`config.mk`:
```
export PLATFORM = sky130hd
export DESIGN_NAME = bf_key_reader
export DESIGN_NICKNAME = d
export VERILOG_FILES = /design/src/rtl/bf_io_pkg.sv /design/src/rtl/bf_key_fifo.sv /design/src/rtl/bf_key_reader.sv
export SDC_FILE = /design/constraint.sdc
export NUM_CORES = 1
export LEC_CHECK = 0
export CORE_AREA = 2 2 112 114
export DETAILED_ROUTE_END_ITERATION = 10
export DIE_AREA = 0 0 114 116
export HOLD_SLACK_MARGIN = 0.08
export PLACE_DENSITY = 0.74
export SLEW_MARGIN = 20
export SYNTH_ARGS = -nofsm -noshare
export SYNTH_HDL_FRONTEND = slang
export SYNTH_SLANG_ARGS = --single-unit
```
`constraint.sdc`:
```
create_clock -name clk -period 2.8 [get_ports clk]
set_input_delay 0.28 -clock clk [delete_from_list [all_inputs] [get_ports clk]]
set_output_delay 0.28 -clock clk [all_outputs]
set_load 0.03 [all_outputs]
```
`src/rtl/bf_io_pkg.sv`:
```
// Shared constants and FSM encoding for the brainfuck core's I/O responders.
package bf_io_pkg;

    localparam int KEY_W  = 8;
    localparam int DATA_W = 16;

    // Leading bit of an LCD command word: 1 = data write (character), 0 = control.
    localparam logic LCD_DATA_PREFIX = 1'b1;

    typedef enum logic [1:0] {
        IDLE = 2'd0,
        WAIT = 2'd1,
        RESP = 2'd2
    } rd_state_t;

    function automatic logic [DATA_W-1:0] key_to_word(input logic [KEY_W-1:0] key);
        return {{(DATA_W-KEY_W){1'b0}}, key};
    endfunction

endpackage

```
`src/rtl/bf_key_fifo.sv`:
```
// Key-code FIFO; a push into a full FIFO succeeds only when a pop frees a slot on the same edge.
module bf_key_fifo
    import bf_io_pkg::*;
#(
    parameter int DEPTH = 16,
    parameter int AW    = 4
) (
    input  logic             clk,
    input  logic             rst,
    input  logic             s_rst,
    input  logic             push,
    input  logic [KEY_W-1:0] push_data,
    input  logic             pop,
    output logic [KEY_W-1:0] pop_data,
    output logic [AW:0]      count,
    output logic             full,
    output logic             empty
);

    logic [KEY_W-1:0] r_mem [DEPTH];
    logic [AW:0]      r_wr_ptr;
    logic [AW:0]      r_rd_ptr;
    logic             w_push_ok;
    logic             w_pop_ok;

    // Pointers carry one extra wrap bit so full and empty are distinguishable.
    assign count     = r_wr_ptr - r_rd_ptr;
    assign full      = (count == (AW+1)'(DEPTH));
    assign empty     = (count == '0);
    assign w_pop_ok  = pop && !empty;
    assign w_push_ok = push && (!full || w_pop_ok);
    assign pop_data  = r_mem[r_rd_ptr[AW-1:0]];

    always_ff @(posedge clk or posedge rst) begin
        if (rst) begin
            r_wr_ptr <= '0;
            r_rd_ptr <= '0;
        end else if (s_rst) begin
            r_wr_ptr <= '0;
            r_rd_ptr <= '0;
        end else begin
            if (w_push_ok) r_wr_ptr <= r_wr_ptr + 1'b1;
            if (w_pop_ok)  r_rd_ptr <= r_rd_ptr + 1'b1;
        end
    end

    always_ff @(posedge clk) begin
        if (w_push_ok) r_mem[r_wr_ptr[AW-1:0]] <= push_data;
    end

endmodule

```
`src/rtl/bf_key_reader.sv`:
```
// Keyboard responder for the core's data-read port (r_sel=1); stalls the core until a key exists.
// Optional macro BF_KEY_ECHO_EN adds echo_en/echo_data, an LCD data-write echo of each key read.
module bf_key_reader
    import bf_io_pkg::*;
#(
    parameter int DEPTH = 16,
    parameter int AW    = 4
) (
    input  logic              clk,
    input  logic              rst,
    input  logic              s_rst,
    input  logic [KEY_W-1:0]  key_in,
    input  logic              key_valid,
    input  logic              r_req,
    input  logic              r_sel,
    output logic [DATA_W-1:0] data_out,
    output logic              data_den,
    output logic [AW:0]       key_count,
    output logic              key_full,
    output logic              overflow,
    output logic [1:0]        dbg_state
`ifdef BF_KEY_ECHO_EN
    ,
    output logic              echo_en,
    output logic [KEY_W:0]    echo_data
`endif
);

    // Handshake: a request is accepted only in IDLE with r_req&r_sel; it completes with a
    // single data_den cycle. Requests seen in WAIT or RESP are dropped, never queued.

    rd_state_t         r_state;
    rd_state_t         w_next;
    logic              w_pop;
    logic [KEY_W-1:0]  w_pop_data;
    logic              w_empty;
    logic [DATA_W-1:0] r_data_out;
    logic              r_overflow;

    bf_key_fifo #(.DEPTH(DEPTH), .AW(AW)) u_fifo (
        .clk      (clk),
        .rst      (rst),
        .s_rst    (s_rst),
        .push     (key_valid),
        .push_data(key_in),
        .pop      (w_pop),
        .pop_data (w_pop_data),
        .count    (key_count),
        .full     (key_full),
        .empty    (w_empty)
    );

    always_ff @(posedge clk or posedge rst) begin
        if (rst)        r_state <= IDLE;
        else if (s_rst) r_state <= IDLE;
        else            r_state <= w_next;
    end

    always_comb begin
        w_next = r_state;
        w_pop  = 1'b0;
        case (r_state)
            IDLE: begin
                if (r_req && r_sel) begin
                    if (!w_empty) begin
                        w_pop  = 1'b1;
                        w_next = RESP;
                    end else begin
                        w_next = WAIT;
                    end
                end
            end
            WAIT: begin
                if (!w_empty) begin
                    w_pop  = 1'b1;
                    w_next = RESP;
                end
            end
            RESP:    w_next = IDLE;
            default: w_next = IDLE;
        endcase
    end

    always_ff @(posedge clk or posedge rst) begin
        if (rst) begin
            r_data_out <= '0;
            r_overflow <= 1'b0;
        end else if (s_rst) begin
            r_data_out <= '0;
            r_overflow <= 1'b0;
        end else begin
            if (w_pop) r_data_out <= key_to_word(w_pop_data);
            // A full FIFO still accepts a key when the same edge pops one.
            if (key_valid && key_full && !w_pop) r_overflow <= 1'b1;
        end
    end

    assign data_out  = r_data_out;
    assign data_den  = (r_state == RESP);
    assign overflow  = r_overflow;
    assign dbg_state = r_state;

`ifdef BF_KEY_ECHO_EN
    logic [KEY_W:0] r_echo_data;

    always_ff @(posedge clk or posedge rst) begin
        if (rst)        r_echo_data <= '0;
        else if (s_rst) r_echo_data <= '0;
        else if (w_pop) r_echo_data <= {LCD_DATA_PREFIX, w_pop_data};
    end

    assign echo_en   = data_den;
    assign echo_data = r_echo_data;
`endif

endmodule

```
### Yosys cells after proc, flatten, opt, wreduce, memory -nomap -nowiden

Memory sizes are Yosys's and may differ from the RTL's.
Cells that the tools add are included.
W data, S select, Z words.

| storage, ports and cells | value |
|---|---|
| bits in registers | 29 |
| bits in latches | 0 |
| bits in writable memories | 128 |
| bits in read-only memories | 0 |
| input port bits | 14 |
| output and inout bits | 26 |
| word-level logic and storage cells | 48 |
| memories kept | 1 |

| cells by class | value |
|---|---|
| $add $sub $neg | 3 |
| multiply operators | 0 |
| divide/modulo/power cells | 0 |
| order comparisons | 0 |
| eq/ne operators | 5 |
| shifts and indexed selects | 0 |
| muxes and demuxes | 18 |
| bitwise logic cells | 0 |
| reduce and logical (&&, ||, !) cells | 16 |

Memories:

| memory | words | width | rd ports | clocked after memory_dff | wr ports | RTL line | text |
|---|---|---|---|---|---|---|---|
| u_fifo.r_mem | 16 | 8 | 1 | 0 | 1 | bf_key_fifo.sv:20 | `logic [KEY_W-1:0] r_mem [DEPTH];` |

Operator list:

| kind | count |
|---|---|
| $mux W16 | 2 |
| $mux W5 | 4 |
| $add A5 B1 Y5 const B | 2 |
| $mux W2 | 4 |
| $reduce_bool A2 Y1 | 4 |
| $mux W1 | 6 |
| $ne A3 B3 Y1 const B | 2 |
| $eq A5 B5 Y1 const B | 1 |
| $logic_and A1 B1 Y1 | 5 |
| $logic_not A5 Y1 | 1 |
| $sub A5 B5 Y5 | 1 |
| $pmux W2 S2 | 1 |
| $logic_not A1 Y1 | 3 |
| $eq A2 B1 Y1 const B | 1 |
| $eq A2 B2 Y1 const B | 1 |
| $logic_not A2 Y1 | 1 |
| $pmux W1 S2 | 1 |
| $reduce_and A2 Y1 | 1 |
| $logic_or A1 B1 Y1 | 1 |

### Logic depth before layout (Yosys ltp)

Gate-level depths: netlist (run 1).

| depth | value |
|---|---|
| word-level depth | 10 |
| gate-level depth with buffers | 10 |
| mapped depth without buffers | 9 |

### Cells and area by module

A second synthesis (run 1) with hierarchy kept.

| second synthesis, totals | value |
|---|---|
| cells, all modules | 391 |
| area, all modules | 6388.6 sq um |

By module, submodules not included:

| module | instances | cells an instance | area an instance (sq um) | sequential area each (sq um) |
|---|---|---|---|---|
| bf_key_fifo | 1 | 335 | 5789.3 | 4093.9 |
| bf_key_reader | 1 | 56 | 599.3 | 275.3 |

### Least setup slack after synthesis (run 1)

OpenSTA, ideal clock, no wires.

| timing path | value |
|---|---|
| path kind | register to register |
| start | register u_fifo.r_wr_ptr[0] |
| end | memory u_fifo.r_mem[12][0] (enable) |
| setup time | 278 ps |
| arrival | 2948 ps |
| required time | 2522 ps |
| setup slack | -425 ps |
| stages on the path, launching flop included | 11 |
| period minus slack after synthesis | 3225 ps |
| cell sequence | dfrtp_1 inv_1 ha_1 inv_1 fa_1 nand3b_1 a211o_1 a211oi_4 a21boi_2 buf_6 and3_1 |

| between the ends | value |
|---|---|
| elaborated cells between the ends (all ways) | 13 |
| classes of those cells | add/sub (1); eq/ne (1); mux (5); reduce/logical (6) |

RTL lines:

| item | RTL line | text |
|---|---|---|
| start, declared | bf_key_fifo.sv:21 | `logic [AW:0] r_wr_ptr;` |
| start signal, assigned | bf_key_fifo.sv:42 | `if (w_push_ok) r_wr_ptr <= r_wr_ptr + 1'b1;` |
| $sub A5 B5 Y5 | bf_key_fifo.sv:27 | `assign count = r_wr_ptr - r_rd_ptr;` |
| via key_count[1] | bf_key_reader.sv:18 | `output logic [AW:0] key_count,` |
| $eq A5 B5 Y1 | bf_key_fifo.sv:28 | `assign full = (count == (AW+1)'(DEPTH));` |
| via key_full | bf_key_reader.sv:19 | `output logic key_full,` |
| $logic_not A1 Y1 | bf_key_fifo.sv:31 | `assign w_push_ok = push && (!full \|\| w_pop_ok);` |
| $logic_or A1 B1 Y1 | bf_key_fifo.sv:31 |  |
| $logic_and A1 B1 Y1 | bf_key_fifo.sv:31 |  |
| $mux W1 | bf_key_fifo.sv:48 | `if (w_push_ok) r_mem[r_wr_ptr[AW-1:0]] <= push_data;` |
| $mux W1 (not written as such) | bf_key_fifo.sv:48 |  |
| end, declared | bf_key_fifo.sv:20 |  |

The timed path passes the listed nets, and every way through them passes these cells.

### Final worst setup path (run 1)

| timing path | value |
|---|---|
| start | register u_fifo.r_wr_ptr[0] |
| end | output key_full |

| between the ends | value |
|---|---|
| word-level cells in the longest chain between the ends | 2 |

RTL lines:

| item | RTL line |
|---|---|
| $sub A5 B5 Y5 | bf_key_fifo.sv:27 |
| $eq A5 B5 Y1 | bf_key_fifo.sv:28 |
| end, declared | bf_key_reader.sv:19 |

Every way passes these cells.

==> results.sh, run 1 <==
export IMPL_critPathArrivalTime_ns=2.55
export IMPL_power_share_clock_pct=30.9
export IMPL_gp_congestion=0.812
export IMPL_nets=427
export IMPL_yosysSeqAreaShare_pct=69.9
export IMPL_vias=3467
export IMPL_cts_root_buf="clkbuf_16"
export IMPL_p_comb_share_pct=28.0
export IMPL_yosysTopAreaCell="edfxtp_1"
export IMPL_powerDensity_nw_per_um2=852
export IMPL_holdWs_ns=0.328
export IMPL_r2r_slack_ns=0.12
export IMPL_synthTopCellsByCount="128 x edfxtp_1, 32 x mux4_2, 21 x dfrtp_1"
export IMPL_drtPass1Iterations=5
export IMPL_ys_ff_latch=149
export IMPL_seq_power_share_pct=41.1
export IMPL_fin_worst_skew_ns=0.00771
export IMPL_syn_area_per_cell_sq_um=17.5
export IMPL_track_usage_pct=21.9
export IMPL_grt_pass1_vias=3398
export IMPL_drc=0
export IMPL_fin_util_pct=61.6
export IMPL_cts_buffers=17
export IMPL_clk_latency_ns=0.41
export IMPL_netlist_area_sq_um=6250
export IMPL_p_sw_share_pct=29.2
export IMPL_final_cell_count_no_fill=563
export IMPL_synth_adder_area_share_pct=2.12
export IMPL_synth_mux_area_share_pct=12.1
export IMPL_leakagePower_nw=2.46
export IMPL_antenna_left=0
export IMPL_violations="setup timing"
export IMPL_dieHeight_microns=116
export IMPL_synth_area_leaders="edfxtp_1 62%, mux4_2 12%, dfrtp_1 8.4%"
export IMPL_wire_per_inst_microns=23.9
export IMPL_synth_edf_count=128
export IMPL_die_area_sq_um=13200
export IMPL_ys_warn_count=0
export IMPL_syn_to_final_growth_pct=17.4
export IMPL_critPathRequiredTime_ns=2.52
export IMPL_fin_crit_sh_pct=101
export IMPL_numPlacedInstances=531
export IMPL_status="complete, but fails checks"
export IMPL_worst_slack_ns=-0.0347
export IMPL_io_pins=40
export IMPL_netlist_area_leader_share_pct=61.5
export IMPL_dp_hpwl_microns=8740
export IMPL_post_dp_cell_area_sq_um=6810
export IMPL_holdBufCountCts=0
export IMPL_yosysMostFrequentCell="edfxtp_1"
export IMPL_io_buffers=31
export IMPL_grt_overflow=0
export IMPL_num_rows=40
export IMPL_endpoint_kind="primary output"
export IMPL_wirelength_microns=13400
export IMPL_synth_simple_area_share_pct=6.31
export IMPL_final_area_sq_um=7330
export IMPL_grt_max_degree=37
export IMPL_worst_setup_path_type="reg -> out"
export IMPL_period_minus_slack_ns=2.83
export IMPL_maxCapViolations=0
export IMPL_tightest_slew_ns=0.811
export IMPL_path_max_fanout=7
export IMPL_fin_tns_setup_ns=-0.0347
export IMPL_slew_headroom_pct=45.9
export IMPL_synth_top_family_by_area="multiplexers"
export IMPL_synthArstFlopShare_pct=14.1
export IMPL_start_util_pct=52.5
export IMPL_n_antenna_cell=0
export IMPL_hold_path_class="in -> async"
export IMPL_core_sq_um=11900
export IMPL_start_kind="flop"
export IMPL_drive_gt1_share_pct=24.0
export IMPL_grt_pass1_wl_microns=20500
export IMPL_clkTransAtPathRegs_ns=0.06
export IMPL_drv_slew=0
export IMPL_synth_xor_area_share_pct=0.420
export IMPL_dieWidth_microns=114
export IMPL_rsz0062_at_grt="yes"
export IMPL_via_per_inst=6.16
export IMPL_cts_tree="built"
export IMPL_clk_path_buf_depth=2
export IMPL_synthFlopType="edfxtp_1"
export IMPL_synth_distinct_cells=43
export IMPL_max_freq_ghz=0.353
export IMPL_p_sw_mw=1.83
export IMPL_final_hold_viol_count=0
export IMPL_drt_iter0_drc=386
export IMPL_cts_sinks=149
export IMPL_synth_compound_gate_area_share_pct=5.99
export IMPL_cts_max_level=4
export IMPL_p_int_mw=4.42
export IMPL_netlist_instances=357
export IMPL_peakVddDrop_mv=0.387
export IMPL_antenna_found_initial=0
export IMPL_setup_violations=1
==> per-stage QoR <==
step                power, mW  setup WS, ns
floorplan                3.77        -0.335
global placement         4.30         0.168
detailed placement       4.34        0.0746
CTS                      6.27       -0.0375
global route             6.49        -0.154
finish                   6.25       -0.0347
==> what timing repair did <==
| action | in CTS | in global routing |
|---|---|---|
| cloned | 0 | 0 |
| pin swaps | 5 | 0 |
| buffers inserted | 0 | 0 |
| resized for setup | 4 | 1 |
| setup endpoints to repair | 2 | 1 |
==> final timing paths <==
| kind | from | end | cells past startpoint |
|---|---|---|---|
| setup / recovery | u_fifo.r_wr_ptr[0] | key_full | 9 |
| hold / removal | rst | data_out[6] | 2 |
| setup reg to reg | u_fifo.r_wr_ptr[0] | u_fifo.r_mem[10][6] | 10 |
| hold reg to reg | overflow | overflow | 2 |
| max in group asynchronous | rst | u_fifo.r_rd_ptr[0] | 2 |
| min in group clk | overflow | overflow | 2 |
==> layer usage <==
metal	up-vias	share of wire [%]	track usage [%]	wire (microns)
met5	-	0	0	0
met4	0	1.9	8.94	249
met3	11	6.1	5.07	819
met2	153	50	33.9	6650
met1	1785	43	30.5	5710
li1	1518	-	-	-
==> critical path, stage by stage (launching register included) <==
cell and delay, ns:
dfrtp_1 0.39, inv_2 0.08, ha_4 0.13, inv_2 0.04, fa_2 0.46, nor3b_2 0.26, nand4b_4 0.17, a211oi_4 0.31
buf_6 0.17, buf_6 0.13
==> logic make-up after synthesis <==
kind of cell               Yosys count
AOI/OAI and AO/OA                   58
and+or+nand+nor                     67
buffers and inverters               34
DFF                                149
xor gates and xnor gates             3
muxes                               35
other                                1
adders and majority gates           10
==> placed cells by master (no fill, tap or decap), drive strengths merged, types with 3 or more instances in the layout <==
| master | instances |
|---|---|
| a21oi | 20 |
| and3 | 16 |
| buf | 16 |
| clkbuf | 26 |
| clkdlybuf4s50 | 28 |
| clkinv | 5 |
| conb | 8 |
| dfrtp | 21 |
| edfxtp | 128 |
| ha | 9 |
| inv | 9 |
| mux4 | 32 |
| nand2 | 7 |
| nand2b | 3 |
| nand3 | 6 |
| nor2 | 9 |
| nor2b | 3 |
| nor3 | 3 |
| o21ai | 10 |
| o22ai | 16 |
| or4 | 10 |
| xor2 | 3 |
==> registers in the layout, indices dropped and copies added (netlist names) <==
signal / count
dbg_state: 2
u_fifo.r_mem: 128
overflow: 1
data_out: 8
u_fifo.r_wr_ptr: 5
u_fifo.r_rd_ptr: 5
==> power by group through the flow <==
stage                     sequential [mW]  combinational (mW)  clock [mW]
after global routing                 2.58                1.86        2.06
after detailed placement             2.61                1.73           0
after floorplan                      2.68                1.09           0
after CTS                            2.57                1.75        1.96
final                                2.57                1.75        1.93
after global placement               2.60                1.70           0
==> cell type report <==
type | count | area, sq um
fill | 848 | 4580
sequential | 149 | 4370
multi-input combinational | 181 | 1800
clock buffer | 26 | 469
timing repair buffer | 45 | 442
tap | 147 | 184
inverter | 9 | 33.8
clock inverter | 6 | 32.5
(Power assumes the default switching activity.)
==> inputs of run 2 (changes only) <==
- CORE_AREA: 2 2 112 114 -> 2 2 148 150
- DIE_AREA: 0 0 114 116 -> 0 0 150 152
- PLACE_DENSITY: 0.74 -> not set
==> results.sh, run 2 (synthesis results as in run 1) <==
export IMPL_status="finished, final reports clean"
export IMPL_final_hold_viol_count=0
export IMPL_r2r_start="u_fifo.r_rd_ptr[0]"
export IMPL_clkTransAtPathRegs_ns=0.06
export IMPL_endpoint_kind="primary output"
export IMPL_io_buffers=31
export IMPL_syn_to_final_growth_pct=21.5
export IMPL_start_util_pct=29.3
export IMPL_drc=0
export IMPL_ff2ff_path_depth=9
export IMPL_final_common_cell="edfxtp_1"
export IMPL_drtPass1Iterations=4
export IMPL_place_ws_ns=0.0999
export IMPL_clk_latency_ns=0.42
export IMPL_final_cell_mix="128 x edfxtp_1, 32 x mux4_2, 28 x clkdlybuf4s50_1"
export IMPL_drv_slew=0
export IMPL_crit_chain="ha_4 -> inv_2 -> fa_2 -> nor3b_2 -> nand4b_2 -> a211oi_4 -> buf_6 -> buf_6"
export IMPL_antenna_found_initial=0
export IMPL_grt_max_degree=37
export IMPL_holdBufCountCts=0
export IMPL_dieWidth_microns=150
export IMPL_final_cell_count_no_fill=700
export IMPL_worstReg2RegEnd="u_fifo.r_mem[11][7]"
export IMPL_fin_worst_skew_ns=0.00597
export IMPL_fin_tns_setup_ns=0
export IMPL_fillers=2016
export IMPL_cts_sinks=149
export IMPL_die_area_sq_um=22800
export IMPL_cts_max_level=4
export IMPL_cpMaxStageDelayCell="fa_2"
export IMPL_tightest_slew_ns=0.816
export IMPL_path_max_fanout=3
export IMPL_crit_family="adder cells"
export IMPL_hold_path_class="in -> async"
export IMPL_core_sq_um=21400
export IMPL_track_usage_pct=12.9
export IMPL_crit_top_cell="buf_6"
export IMPL_grt_pass1_wl_microns=21500
export IMPL_cts_root_buf="clkbuf_16"
export IMPL_via_per_inst=4.89
export IMPL_maxCapViolations=0
export IMPL_wirelength_microns=13800
export IMPL_dieHeight_microns=152
export IMPL_critPathArrivalTime_ns=2.48
export IMPL_drt_iter0_drc=389
export IMPL_setup_violations=0
export IMPL_grt_pass1_vias=3526
export IMPL_nets=431
export IMPL_r2r_slack_ns=0.16
export IMPL_vias=3425
export IMPL_peakVddDrop_mv=0.382
export IMPL_numPlacedInstances=664
export IMPL_max_freq_ghz=0.362
export IMPL_gp_congestion=0.783
export IMPL_clk_path_buf_depth=2
export IMPL_post_dp_cell_area_sq_um=6980
export IMPL_worst_slack_ns=0.0377
export IMPL_antenna_left=0
export IMPL_period_minus_slack_ns=2.76
export IMPL_start_kind="flop"
export IMPL_powerDensity_nw_per_um2=858
export IMPL_num_rows=54
export IMPL_n_antenna_cell=0
export IMPL_fin_crit_sh_pct=98.7
export IMPL_drive_gt1_share_pct=25.7
export IMPL_grt_overflow=0
export IMPL_wire_per_inst_microns=19.7
export IMPL_rsz0062_at_grt="yes"
export IMPL_slew_headroom_pct=45.5
export IMPL_max_stage_delay_ns=0.45
export IMPL_cts_tree="built"
export IMPL_worst_path_buf_inv=3
export IMPL_final_area_sq_um=7590
export IMPL_largest_reg_flops=128
export IMPL_dp_hpwl_microns=9360
export IMPL_io_pins=40
export IMPL_cts_buffers=17
export IMPL_power_total_mw=6.51
export IMPL_critPathRequiredTime_ns=2.52
export IMPL_worst_setup_path_type="reg -> out"
export IMPL_leakagePower_nw=2.52
## run 2: final cells by class
type | count | area, sq um | share of cell area (%)
flip-flops and latches | 149 | 4370 | 57.5
multi-input cells | 181 | 1800 | 23.7
repair buffers | 49 | 468 | 6.16
clock buffers | 21 | 440 | 5.80
well taps | 280 | 350 | 4.61
clock inverters | 11 | 134 | 1.76
inverters | 9 | 33.8 | 0.445
## run 2: how the worst max path moves through the flow
stage / start / end / slack [ns] / cells after the start
floorplan: u_fifo.r_wr_ptr[0] / u_fifo.r_mem[4][0] / -0.33 / 10
detailed placement: u_fifo.r_wr_ptr[0] / u_fifo.r_mem[11][0] / 0.1 / 10
global placement: u_fifo.r_wr_ptr[0] / u_fifo.r_mem[9][6] / 0.15 / 10
global route: u_fifo.r_wr_ptr[0] / key_full / -0.08 / 9
CTS: u_fifo.r_wr_ptr[0] / key_full / -0.16 / 9
finish: u_fifo.r_rd_ptr[0] / key_full / 0.04 / 8
## run 2: worst register-to-register path, delay by kind of cell, from the launching register on
family	cells	cell delay, ns
flip-flops	1	0.43
adder cells (fa/ha/maj)	2	0.62
AND/OR/NAND/NOR	3	0.69
buffers and inverters	2	0.21
AO/OA/AOI/OAI	2	0.44
## run 2: timing repair
item / CTS / global route
pin swaps: 0 / 4
setup endpoints to repair: 2 / 52
buffers inserted: 0 / 4
gates resized for setup: 2 / 5
## run 2: where the power goes
part	internal (mW)	switching (mW)	total [mW]
combinational	0.769	0.971	1.74
sequential	2.52	0.0466	2.57
clock	1.39	0.822	2.21
## run 2: per-stage QoR
stage / util [%] / hold WS (ns)
floorplan: - / 0.257
global placement: 32.7 / 0.487
detailed placement: 32.7 / 0.487
CTS: 35.4 / 0.338
global route: 35.6 / 0.405
finish: 35.6 / 0.322
## run 2: layer usage
| layer | vias to the layer above | wire, microns | GRT usage [%] |
|---|---|---|---|
| met3 | 20 | 756 | 3.51 |
| met5 | - | 0 | 0 |
| met2 | 112 | 6600 | 19.8 |
| met4 | 0 | 207 | 4.45 |
| met1 | 1767 | 6210 | 17.7 |
| li1 | 1526 | - | - |
==> inputs of run 3 (changes only) <==
- clock period: 2.8 -> 2.47 ns (I/O delays scaled with it)
==> results.sh, run 3 (synthesis results as in run 1) <==
export IMPL_drive_gt1_share_pct=38.6
export IMPL_grt_pass1_wl_microns=21800
export IMPL_cts_tree="built"
export IMPL_cts_max_level=4
export IMPL_p_sw_mw=2.53
export IMPL_critPathRequiredTime_ns=2.22
export IMPL_nets=457
export IMPL_cts_root_buf="clkbuf_16"
export IMPL_powerDensity_nw_per_um2=1050
export IMPL_largest_reg_flops=128
export IMPL_die_area_sq_um=22800
export IMPL_path_max_fanout=3
export IMPL_vias=3533
export IMPL_maxCapViolations=0
export IMPL_drc=0
export IMPL_fin_util_pct=38.1
export IMPL_n_antenna_cell=0
export IMPL_crit_top_cell="buf_6"
export IMPL_drv_slew=0
export IMPL_antenna_found_initial=0
export IMPL_power_total_mw=8.58
export IMPL_dieHeight_microns=152
export IMPL_cts_sinks=149
export IMPL_fin_crit_sh_pct=111
export IMPL_p_comb_share_pct=34.1
export IMPL_final_hold_viol_count=0
export IMPL_rsz0062_at_grt="yes"
export IMPL_worst_path_buf_inv=3
export IMPL_critPathLaunch="u_fifo.r_rd_ptr[0]"
export IMPL_hold_path_class="in -> async"
export IMPL_final_cell_mix="128 x edfxtp_1, 37 x buf_4, 32 x mux4_2"
export IMPL_tightest_slew_ns=0.838
export IMPL_crit_chain="ha_4 -> inv_2 -> fa_2 -> nand3b_1 -> a211o_1 -> a211oi_4 -> buf_6 -> buf_6"
export IMPL_syn_to_final_growth_pct=30.1
export IMPL_worst_slack_ns=-0.260
export IMPL_io_pins=40
export IMPL_wire_per_inst_microns=19.9
export IMPL_critPathArrivalTime_ns=2.48
export IMPL_via_per_inst=4.87
export IMPL_wirelength_microns=14400
export IMPL_endpoint_kind="primary output"
export IMPL_drt_iter0_drc=300
export IMPL_r2r_start="u_fifo.r_rd_ptr[0]"
export IMPL_track_usage_pct=12.9
export IMPL_place_ws_ns=-0.223
export IMPL_crit_family="adder cells"
export IMPL_max_stage_delay_ns=0.45
export IMPL_clkTransAtPathRegs_ns=0.06
export IMPL_io_buffers=31
export IMPL_start_kind="flop"
export IMPL_peakVddDrop_mv=0.493
export IMPL_antenna_left=0
export IMPL_final_common_cell="edfxtp_1"
export IMPL_p_int_mw=6.05
export IMPL_num_rows=54
export IMPL_max_freq_ghz=0.366
export IMPL_gp_congestion=0.773
export IMPL_fin_worst_skew_ns=0.00718
export IMPL_cts_buffers=17
export IMPL_p_sw_share_pct=29.5
export IMPL_dp_hpwl_microns=9380
export IMPL_clk_path_buf_depth=2
export IMPL_grt_pass1_vias=3668
export IMPL_status="complete, but fails checks"
export IMPL_clk_latency_ns=0.42
export IMPL_slew_headroom_pct=44.0
export IMPL_dieWidth_microns=150
export IMPL_worst_setup_path_type="reg -> out"
export IMPL_violations="setup timing"
export IMPL_final_area_sq_um=8130
export IMPL_grt_overflow=0
export IMPL_grt_max_degree=37
export IMPL_power_share_clock_pct=31.9
export IMPL_drtPass1Iterations=5
export IMPL_period_minus_slack_ns=2.73
export IMPL_setup_violations=147
export IMPL_leakagePower_nw=2.73
export IMPL_core_sq_um=21400
export IMPL_seq_power_share_pct=34.0
export IMPL_cpMaxStageDelayCell="fa_2"
export IMPL_start_util_pct=29.3
export IMPL_fin_tns_setup_ns=-23.65
export IMPL_post_dp_cell_area_sq_um=7120
[run 3: layout make-up]
cell class	count	area (sq um)
clock inverters	14	196
fillers	1961	13200
multi-input cells	181	2020
clock buffers	18	429
well taps	280	350
repair buffers	75	731
flip-flops and latches	149	4370
inverters	9	33.8
[run 3: through the flow]
stage | cells | hold WS, ns
2_1_floorplan | 364 | 0.224
3_3_place_gp | 682 | 0.493
3_5_place_dp | 682 | 0.503
5_1_grt | 726 | 0.386
4_1_cts | 723 | 0.322
6_report | 726 | 0.305
[run 3: path summary, 6_finish.rpt]
check                                     endpoint  slack [ns]  cells after the start
worst max-delay path                      key_full       -0.26                      8
worst min-delay path                  dbg_state[0]        0.31                      2
worst max register to register  u_fifo.r_wr_ptr[0]       -0.25                     11
worst min register to register            overflow        0.52                      2
max in group asynchronous       u_fifo.r_rd_ptr[0]        1.59                      2
min in group clk                          overflow        0.52                      2
[run 3: metal layers]
| metal | vias to the layer above | wire (microns) | GRT usage, % |
|---|---|---|---|
| met5 | - | 0 | 0 |
| met3 | 6 | 894 | 3.30 |
| li1 | 1582 | - | - |
| met1 | 1825 | 6550 | 18.5 |
| met2 | 120 | 6890 | 19.2 |
| met4 | 0 | 94 | 3.77 |
[run 3: power by group through the flow]
| stage | Clock, mW | Sequential, mW | Combinational [mW] |
|---|---|---|---|
| 2_1_floorplan | 0 | 3.04 | 1.25 |
| 3_3_place_gp | 0 | 2.95 | 2.02 |
| 3_5_place_dp | 0 | 2.96 | 2.05 |
| 4_1_cts | 2.78 | 2.91 | 2.69 |
| 5_1_grt | 2.89 | 2.93 | 3.09 |
| 6_report | 2.73 | 2.92 | 2.93 |
[run 3: worst reg2reg max path: cells and delay by family (launching register included)]
family,cells,cell delay [ns]
adders and majority gates,2,0.61
AOI/OAI and AO/OA,3,0.60
buffers and inverters,4,0.52
DFF,1,0.42
muxes,1,0.29
and+or+nand+nor,1,0.18
[run 3: timing repair]
action / CTS / global route
pin swaps: 11 / 10
gates cloned: 2 / 1
hold buffers: 0 / 0
gates resized for setup: 35 / 33
buffers inserted: 7 / 5
setup endpoints to repair: 148 / 149
